**src/rtl/sram_ctrl_if.sv**
```systemverilog
// Bus bundle for sram_ctrl: request/ready handshake, registered read return and peek view.
interface sram_ctrl_if #(
   parameter int unsigned DW = 4,
   parameter int unsigned AW = 2
);
   logic          req;
   logic          rw;
   logic [AW-1:0] addr;
   logic [DW-1:0] din;
   logic          par_flip;
   logic          ready;
   logic          busy;
   logic [DW-1:0] dout;
   logic          dout_valid;
   logic          parity_err;
   logic [AW-1:0] peek_addr;
   logic [DW-1:0] peek_data;

   modport master (
      output req, rw, addr, din, par_flip, peek_addr,
      input  ready, busy, dout, dout_valid, parity_err, peek_data
   );

   modport slave (
      input  req, rw, addr, din, par_flip, peek_addr,
      output ready, busy, dout, dout_valid, parity_err, peek_data
   );
endinterface

```
**src/rtl/sram_ctrl.sv**
```systemverilog
// DEPTH x DW single-port RAM with handshake, registered read and post-reset clear sweep.
// Optional even-parity storage and fault injection enabled by defining SRAM_PARITY_EN.
module sram_ctrl #(
   parameter int unsigned    DW       = 4,
   parameter int unsigned    AW       = 2,
   parameter logic [DW-1:0]  INIT_VAL = '0
) (
   input logic        clk,
   input logic        rst,
   sram_ctrl_if.slave bus
);
   localparam int unsigned DEPTH = 1 << AW;

   typedef enum logic {ST_INIT, ST_IDLE} state_t;

   state_t        state_q, state_d;
   logic [AW-1:0] cnt_q, cnt_d;
   logic          ready_q, ready_d;
   logic [DW-1:0] dout_q, dout_d;
   logic          dout_valid_q, dout_valid_d;
   logic          parity_err_q, parity_err_d;

   logic [DW-1:0] mem_q [DEPTH];
   logic          we;
   logic [AW-1:0] waddr;
   logic [DW-1:0] wdata;

`ifdef SRAM_PARITY_EN
   logic          par_q [DEPTH];
   logic          wpar;
`else
   logic          unused_par_flip;
   assign unused_par_flip = bus.par_flip;
`endif

   always_comb begin
      state_d      = state_q;
      cnt_d        = cnt_q;
      dout_d       = dout_q;
      dout_valid_d = 1'b0;
      parity_err_d = parity_err_q;
      we           = 1'b0;
      waddr        = cnt_q;
      wdata        = INIT_VAL;
`ifdef SRAM_PARITY_EN
      wpar         = ^INIT_VAL;
`endif
      case (state_q)
         ST_INIT: begin
            we    = 1'b1;
            cnt_d = cnt_q + 1'b1;
            if (cnt_q == AW'(DEPTH - 1)) state_d = ST_IDLE;
         end
         ST_IDLE: begin
            if (bus.req) begin
               if (bus.rw) begin
                  we    = 1'b1;
                  waddr = bus.addr;
                  wdata = bus.din;
`ifdef SRAM_PARITY_EN
                  wpar  = (^bus.din) ^ bus.par_flip;
`endif
               end else begin
                  dout_d       = mem_q[bus.addr];
                  dout_valid_d = 1'b1;
`ifdef SRAM_PARITY_EN
                  parity_err_d = par_q[bus.addr] != (^mem_q[bus.addr]);
`else
                  parity_err_d = 1'b0;
`endif
               end
            end
         end
         default: state_d = ST_INIT;
      endcase
      ready_d = (state_d == ST_IDLE);
   end

   always_ff @(posedge clk) begin
      if (rst) begin
         state_q      <= ST_INIT;
         cnt_q        <= '0;
         ready_q      <= 1'b0;
         dout_q       <= '0;
         dout_valid_q <= 1'b0;
         parity_err_q <= 1'b0;
      end else begin
         state_q      <= state_d;
         cnt_q        <= cnt_d;
         ready_q      <= ready_d;
         dout_q       <= dout_d;
         dout_valid_q <= dout_valid_d;
         parity_err_q <= parity_err_d;
      end
   end

   // Array has no reset; the sweep after reset provides the known contents.
   always_ff @(posedge clk) begin
      if (we && !rst) begin
         mem_q[waddr] <= wdata;
`ifdef SRAM_PARITY_EN
         par_q[waddr] <= wpar;
`endif
      end
   end

   assign bus.ready      = ready_q;
   assign bus.busy       = ~ready_q;
   assign bus.dout       = dout_q;
   assign bus.dout_valid = dout_valid_q;
   assign bus.parity_err = parity_err_q;
   assign bus.peek_data  = mem_q[bus.peek_addr];
endmodule

```
**src/flat_wrapper.sv**
```systemverilog
// flat-port wrapper written by rule: the top's interface ports become plain ports
module sram_ctrl_flat 
#(
   parameter int unsigned    DW       = 4,
   parameter int unsigned    AW       = 2,
   parameter logic [DW-1:0]  INIT_VAL = '0
)
  (clk, rst, bus_req, bus_rw, bus_addr, bus_din, bus_par_flip, bus_peek_addr, bus_ready, bus_busy, bus_dout, bus_dout_valid, bus_parity_err, bus_peek_data);
  sram_ctrl_if #(.DW(DW), .AW(AW)) bus_i ();
  input logic clk;
  input logic rst;
  input wire logic [$bits(bus_i.req)-1:0] bus_req;
  input wire logic [$bits(bus_i.rw)-1:0] bus_rw;
  input wire logic [$bits(bus_i.addr)-1:0] bus_addr;
  input wire logic [$bits(bus_i.din)-1:0] bus_din;
  input wire logic [$bits(bus_i.par_flip)-1:0] bus_par_flip;
  input wire logic [$bits(bus_i.peek_addr)-1:0] bus_peek_addr;
  output wire logic [$bits(bus_i.ready)-1:0] bus_ready;
  output wire logic [$bits(bus_i.busy)-1:0] bus_busy;
  output wire logic [$bits(bus_i.dout)-1:0] bus_dout;
  output wire logic [$bits(bus_i.dout_valid)-1:0] bus_dout_valid;
  output wire logic [$bits(bus_i.parity_err)-1:0] bus_parity_err;
  output wire logic [$bits(bus_i.peek_data)-1:0] bus_peek_data;
  assign bus_i.req = bus_req;
  assign bus_i.rw = bus_rw;
  assign bus_i.addr = bus_addr;
  assign bus_i.din = bus_din;
  assign bus_i.par_flip = bus_par_flip;
  assign bus_i.peek_addr = bus_peek_addr;
  assign bus_ready = bus_i.ready;
  assign bus_busy = bus_i.busy;
  assign bus_dout = bus_i.dout;
  assign bus_dout_valid = bus_i.dout_valid;
  assign bus_parity_err = bus_i.parity_err;
  assign bus_peek_data = bus_i.peek_data;
  sram_ctrl #(.DW(DW), .AW(AW), .INIT_VAL(INIT_VAL)) u_core (.clk(clk), .rst(rst), .bus(bus_i));
endmodule
```
**config.mk**
```make
export PLATFORM = sky130hd
export DESIGN_NAME = sram_ctrl_flat
export DESIGN_NICKNAME = d
export VERILOG_FILES = /design/src/rtl/sram_ctrl_if.sv /design/src/rtl/sram_ctrl.sv /design/src/flat_wrapper.sv
export SDC_FILE = /design/constraint.sdc
export NUM_CORES = 1
export LEC_CHECK = 0
export CAP_MARGIN = 20
export CELL_PAD_IN_SITES_DETAIL_PLACEMENT = 1
export CELL_PAD_IN_SITES_GLOBAL_PLACEMENT = 1
export CORE_ASPECT_RATIO = 1.75
export CORE_MARGIN = 3
export CORE_UTILIZATION = 39
export CTS_BUF_LIST = sky130_fd_sc_hd__clkbuf_4 sky130_fd_sc_hd__clkbuf_8 sky130_fd_sc_hd__clkbuf_16
export DETAILED_ROUTE_END_ITERATION = 8
export PLACE_DENSITY_LB_ADDON = 0.1
export SETUP_SLACK_MARGIN = 0.2
export SYNTH_ARGS = -nofsm -noshare
export SYNTH_HDL_FRONTEND = slang
export SYNTH_SLANG_ARGS = --single-unit
```
**constraint.sdc**
```tcl
create_clock -name clk -period 1.8 [get_ports clk]
set_input_delay 0.18 -clock clk [delete_from_list [all_inputs] [get_ports clk]]
set_output_delay 0.18 -clock clk [all_outputs]
set_load 0.005 [all_outputs]
```
==> flow_summary_export.csv, run 1 <==
group,metric,value,unit
floorplan,start_util,42.2,%
grt,grt_pass1_vias,795,
logic_synthesis,synth_top_family_by_area,"multiplexers",
run_status,run_status,"finished clean",
clocking,clock_latency,0.27,ns
sta,fmax,664,MHz
power_and_ir_drop,p_switching,0.286,mW
floorplan,coreArea,2580,um2
power_and_ir_drop,leakage,0.559,nW
sta,min_period_over_period,83.7,%
critical_path,critPathRequiredTime,1.78,ns
grt,grt_pass1_wl,3.77,mm
layout,layout_common_cells,"clkdlybuf4s50_1, edfxtp_1, nor2_1",
placement,dp_slack,-0.152,ns
logic_synthesis,synth_simple_gate_area_share,11.4,%
route,drc,0,
floorplan,ioPinCount,25,
min_path,hp-class,"flop to flop",
power_and_ir_drop,ir_drop,0.474,mV
sta,rsz0062_at_grt,"false",
logic_synthesis,syn_avg_cell_area,15.1,um2
clocking,cts-htree-levels,1,
critical_path,crit_path_start,"bus_req",
floorplan,dieArea,3490,um2
placement,gp_congestion,0.777,
grt,overflow,0,
layout,fill_cells,270,
clocking,post-cts-setup-buffers,0,
critical_path,cp_max_fo,4,
sta,whs,0.510,ns
flow_run,drv_cap,0,
layout,fin_nets,118,
critical_path,worst_setup_path_start_kind,"primary input",
layout,final_core_util,55.3,%
power_and_ir_drop,switching_share,22.9,%
power_and_ir_drop,power_frac_comb,18.2,%
power_and_ir_drop,intPower,0.965,mW
sta,fin_crit,1.51,ns
layout,diodes,0,
logic_synthesis,synthMuxAreaShare,22.4,%
route,viasPerCell,5.56,
route,finalWirelength,2.24,mm
floorplan,die_w,46.0,um
critical_path,worstSetupPathType,"primary input to flop",
clocking,root_buffer,"clkbuf_8",
sta,report.final.setup_viol,0,
grt,track_usage,15.2,%
layout,area_delta_synth_final,31.0,%
floorplan,rows,24,
grt,grt_max_degree,14,
power_and_ir_drop,power.share.clock,28.6,%
sta,hold_viol_final,0,
floorplan,die_h,75.9,um
logic_synthesis,syn_inst,72,
logic_synthesis,syn-num-nets,86,
logic_synthesis,synth-seq-cells,24,
route,vias,717,
logic_synthesis,synth.distinct_cells,23,
route,firstDrtPassIters,4,
logic_synthesis,synth_fa_ha_area_share,1.15,%
clocking,clock_sinks,24,
placement,place_area,1380,um2
sta,slew_violations,0,
power_and_ir_drop,powerDensity,877,nW/um2
logic_synthesis,ys_seq_area_share,58.8,%
clocking,cts_tree,"done",
logic_synthesis,synth-compound-area-share,0.918,%
route,initialDrtViolationCount,17,
route,routedWlPerCell,17.4,um
critical_path,worstReg2RegStart,"u_core.state_q",
sta,clock_skew,0.00864,ns
logic_synthesis,yosysWarnings,0,
critical_path,cp-end-kind,"flop",
layout,drive_gt1_share,28.2,%
clocking,hold_buffers,0,
logic_synthesis,netlist_area,1090,um2
grt,antenna_found_initial,0,
layout,design_area,1430,um2
critical_path,arrival,1.49,ns
min_path,min_from,"u_core.bus.dout[2]",
route,ant_nets,0,
clocking,cts_made_buffers,3,
sta,worst_slack,0.293,ns
power_and_ir_drop,p_seq_share,53.1,%
clocking,path_clk_slew,0.08,ns
logic_synthesis,synth_xor_area_share,0.804,%
clocking,clk_path_buf_depth,2,
placement,io_buffers,22,
[synth_stat cells]
library cell	count	area share (%)
mux2i_1	5	4.6
xor2_1	1	0.80
buf_6	2	2.1
and2_1	5	2.9
buf_4	1	0.69
nand4_1	1	0.57
mux4_2	8	17
a21oi_1	2	0.92
ha_1	1	1.1
clkbuf_1	1	0.34
nor3b_2	1	1.1
dfxtp_1	8	15
nor3_1	1	0.46
edfxtp_1	16	44
and3_4	1	1.0
nor2_1	10	3.4
inv_1	2	0.69
conb_1	1	0.34
nand2b_1	1	0.57
mux2i_2	1	1.3
nand3b_1	1	0.69
nor2b_1	1	0.57
buf_2	1	0.46
[timing repair]
| action | 4_1_cts | 5_1_grt |
|---|---|---|
| endpoints found under the setup margin | 4 | 6 |
| pin swaps | 0 | 0 |
| gates resized for setup | 18 | 2 |
[registers in the layout, indices dropped and copies added, names as in the netlist]
signal / cells
u_core.cnt_q: 2
u_core.state_q: 1
u_core.bus.dout: 4
u_core.mem_q: 16
u_core.bus.dout_valid: 1
[layout make-up]
type                    count  area, um2  share of cell area [%]
well taps                  26       32.5                    2.28
repair buffers             32        280                    19.6
multi-input cells          41        412                    28.8
inverters                   2       7.51                   0.526
clock buffers               4       55.1                    3.86
flip-flops and latches     24        641                    44.9
[power by group through the flow]
stage,Clock (mW),Combinational (mW),Sequential (mW)
2_1_floorplan,0,0.131,0.667
3_3_place_gp,0,0.234,0.670
3_5_place_dp,0,0.238,0.675
4_1_cts,0.366,0.230,0.665
5_1_grt,0.386,0.255,0.671
6_report,0.358,0.228,0.665
[worst max-delay path, stage by stage]
cell and delay [ns]:
clkdlybuf4s50_1 0.49, and3_4 0.22, mux2i_4 0.25, nor3b_2 0.19, buf_4 0.16
[per-stage QoR]
stage / cells / setup TNS, ns / total power [mW]
floorplan: 72 / 0 / 0.798
global route: 129 / 0 / 1.31
CTS: 129 / 0 / 1.26
detailed placement: 125 / -0.658 / 0.913
global placement: 125 / -0.522 / 0.904
finish: 129 / 0 / 1.25
[kinds of logic (layout without fill, tap and decap cells)]
kind of cell | count (synthesis) | after routing
fa+ha+maj | 1 | 1
mux | 14 | 14
other cells | 1 | 1
compound gates | 2 | 2
simple gates | 22 | 22
xor+xnor | 1 | 1
buf+inv | 7 | 38
flops | 24 | 24
[layer usage]
metal / vias up / track usage (%) / wire (um) / part of all wire, %
li1: 326 / - / - / -
met1: 367 / 14.8 / 732 / 33
met2: 20 / 28.3 / 1360 / 61
met3: 4 / 3.08 / 116 / 5.2
met4: 0 / 5.98 / 27 / 1.2
met5: - / 0 / 0 / 0
[final timing paths]
kind	endpoint	slack (ns)	depth (start not counted)
max	u_core.mem_q[0][1]	0.29	5
min	u_core.bus.dout[2]	0.51	2
max reg2reg	u_core.mem_q[0][1]	0.35	4
min reg2reg	u_core.bus.dout[2]	0.51	2
Note: power is estimated with default switching activity, not from simulation.
==> inputs of run 2 (changes only) <==
--- a/config.mk
+++ b/config.mk
@@ -10,7 +10,7 @@
 export CELL_PAD_IN_SITES_GLOBAL_PLACEMENT = 1
 export CORE_ASPECT_RATIO = 1.75
 export CORE_MARGIN = 3
-export CORE_UTILIZATION = 39
+export CORE_UTILIZATION = 35
 export CTS_BUF_LIST = sky130_fd_sc_hd__clkbuf_4 sky130_fd_sc_hd__clkbuf_8 sky130_fd_sc_hd__clkbuf_16
 export DETAILED_ROUTE_END_ITERATION = 8
 export PLACE_DENSITY_LB_ADDON = 0.1
==> constraint.sdc (replaced) <==
create_clock -name clk -period 1.3 [get_ports clk]
set_input_delay 0.13 -clock clk [delete_from_list [all_inputs] [get_ports clk]]
set_output_delay 0.13 -clock clk [all_outputs]
set_load 0.005 [all_outputs]
==> run 2 against run 1 <==
Against the previous run: the flow now finishes with violations (setup timing); power rose by 48%; via count rose by 5.9%; clock skew fell by 0.0064 ns; final cell count rose by 23%; sequential share of layout area fell by 4.6 points; first-iteration DRC count rose by 29%; routed wire length rose by 12%; cell area rose by 13%; count of clock-buffer cells in the layout did not move; largest power group unchanged.
==> flow_summary_export.csv, run 2 (synthesized netlist as in run 1, its figures left out) <==
group,metric,value,unit
run_status,run_status,"finished with violations",
run_status,failed_checks,"setup timing",
critical_path,arrival,1.43,ns
clocking,clk_path_buf_depth,2,
power_and_ir_drop,leakage,0.669,nW
clocking,cts-htree-levels,1,
clocking,clock_sinks,24,
sta,fin_crit,1.48,ns
sta,clock_skew,0.00220,ns
layout,design_area,1610,um2
route,vias,759,
layout,diodes,0,
layout,layout_commonest_cell,"buf_4",
clocking,root_buffer,"clkbuf_8",
critical_path,r2r_slack,-0.18,ns
min_path,hold_depth,2,
flow_run,drv_cap,0,
critical_path,crit_buf_inv,0,
grt,grt_pass1_wl,3.81,mm
floorplan,rows,26,
route,ant_nets,0,
power_and_ir_drop,ir_drop,0.873,mV
critical_path,worst_setup_path_start_kind,"flop",
critical_path,cp-end-kind,"flop",
clocking,hold_buffers,0,
route,initialDrtViolationCount,22,
critical_path,cp.depth,3,
critical_path,crit_slowest_cell,"dfxtp_4",
layout,layout_common_cells,"buf_4, edfxtp_1, nor2_1, dlygate4sd2_1, mux4_2",
floorplan,dieArea,3850,um2
critical_path,max_stage_delay,0.36,ns
floorplan,die_w,48.2,um
critical_path,worstSetupPathType,"flop to flop",
sta,rsz0062_at_grt,"true",
route,drc,0,
placement,io_buffers,22,
route,finalWirelength,2.50,mm
layout,final_core_util,54.5,%
grt,track_usage,14.5,%
grt,antenna_found_initial,0,
grt,grt_pass1_vias,805,
critical_path,cp_max_fo,4,
layout,top_register,"u_core.mem_q",
placement,hpwl,1.85,mm
sta,hold_viol_final,0,
floorplan,ioPinCount,25,
grt,overflow,0,
sta,fmax,674,MHz
layout,largest_register_ffs,16,
sta,slew_violations,0,
clocking,path_clk_slew,0.08,ns
min_path,hp-class,"flop to flop",
critical_path,path_cells,"and3_4 > mux2i_4 > nor3b_4",
placement,place_area,1460,um2
layout,fin_nets,132,
power_and_ir_drop,powerDensity,1150,nW/um2
floorplan,coreArea,2960,um2
sta,report.final.setup_viol,28,
route,firstDrtPassIters,4,
layout,area_delta_synth_final,48.0,%
sta,worst_slack,-0.183,ns
grt,grt_max_degree,14,
layout,drive_gt1_share,51.3,%
clocking,cts_tree,"done",
placement,placed_cells_incl_taps,145,
route,viasPerCell,4.77,
critical_path,r2r_cells,3,
layout,instances_no_fill,159,
critical_path,critPathRequiredTime,1.24,ns
sta,min_period_over_period,114,%
route,routedWlPerCell,15.7,um
clocking,clock_latency,0.26,ns
critical_path,crit_family,"simple AND/OR/NAND/NOR gates",
clocking,cts_made_buffers,3,
placement,gp_congestion,0.761,
floorplan,start_util,36.8,%
floorplan,die_h,79.8,um
[run 2: cell count changes in the layout (fill, tap and decap cells not counted), moves of 5 or more]
cell             before  now
dlygate4sd2_1         1    9
clkdlybuf4s50_1      16    7
dfxtp_1               8    3
and2_1                5    0
buf_4                 9   20
and2_4                0    5
[run 2: metrics by stage]
| stage | setup TNS, ns | hold slack [ns] | worst slack (ns) | power [mW] |
|---|---|---|---|---|
| after floorplan | -2.98 | 0.383 | -0.240 | 1.13 |
| after global placement | -10.34 | 0.474 | -0.537 | 1.30 |
| after detailed placement | -11.12 | 0.488 | -0.539 | 1.32 |
| after CTS | -3.54 | 0.494 | -0.220 | 1.82 |
| after global routing | -4.61 | 0.527 | -0.216 | 1.95 |
| final | -3.58 | 0.483 | -0.183 | 1.86 |
[run 2: layout make-up]
class / count / area, um2
clock buffers: 4 / 55.1
fillers: 305 / 1350
inverters: 2 / 7.51
multi-input cells: 41 / 465
flip-flops and latches: 24 / 649
well taps: 42 / 52.6
repair buffers: 46 / 383
[run 2: power by group]
| part | switching, mW | internal (mW) |
|---|---|---|
| Sequential | 0.0300 | 0.883 |
| Combinational | 0.191 | 0.259 |
| Clock | 0.224 | 0.270 |
[run 2: path summary, 6_finish.rpt]
path | from | to
worst max-delay path | u_core.state_q | u_core.mem_q[0][0]
worst min-delay path | u_core.bus.dout[0] | u_core.bus.dout[0]
worst max register to register | u_core.state_q | u_core.mem_q[0][0]
worst min register to register | u_core.bus.dout[0] | u_core.bus.dout[0]
[run 2: worst min-delay path, stage by stage (launching register included)]
cell	delay [ns]
dfxtp_2	0.33
mux2i_1	0.06
nor2_1	0.07
[run 2: timing repair]
action	CTS	global route
pin swaps	4	4
setup buffers	5	5
resized for setup	49	5
endpoints found under the setup margin	39	43
[run 2: routing by layer]
metal	vias to the layer above	share of wire (%)	track usage, %
met5	-	0	0
met3	6	4.1	2.26
li1	355	-	-
met4	0	1.7	4.04
met2	22	66	29.1
met1	376	29	13.0
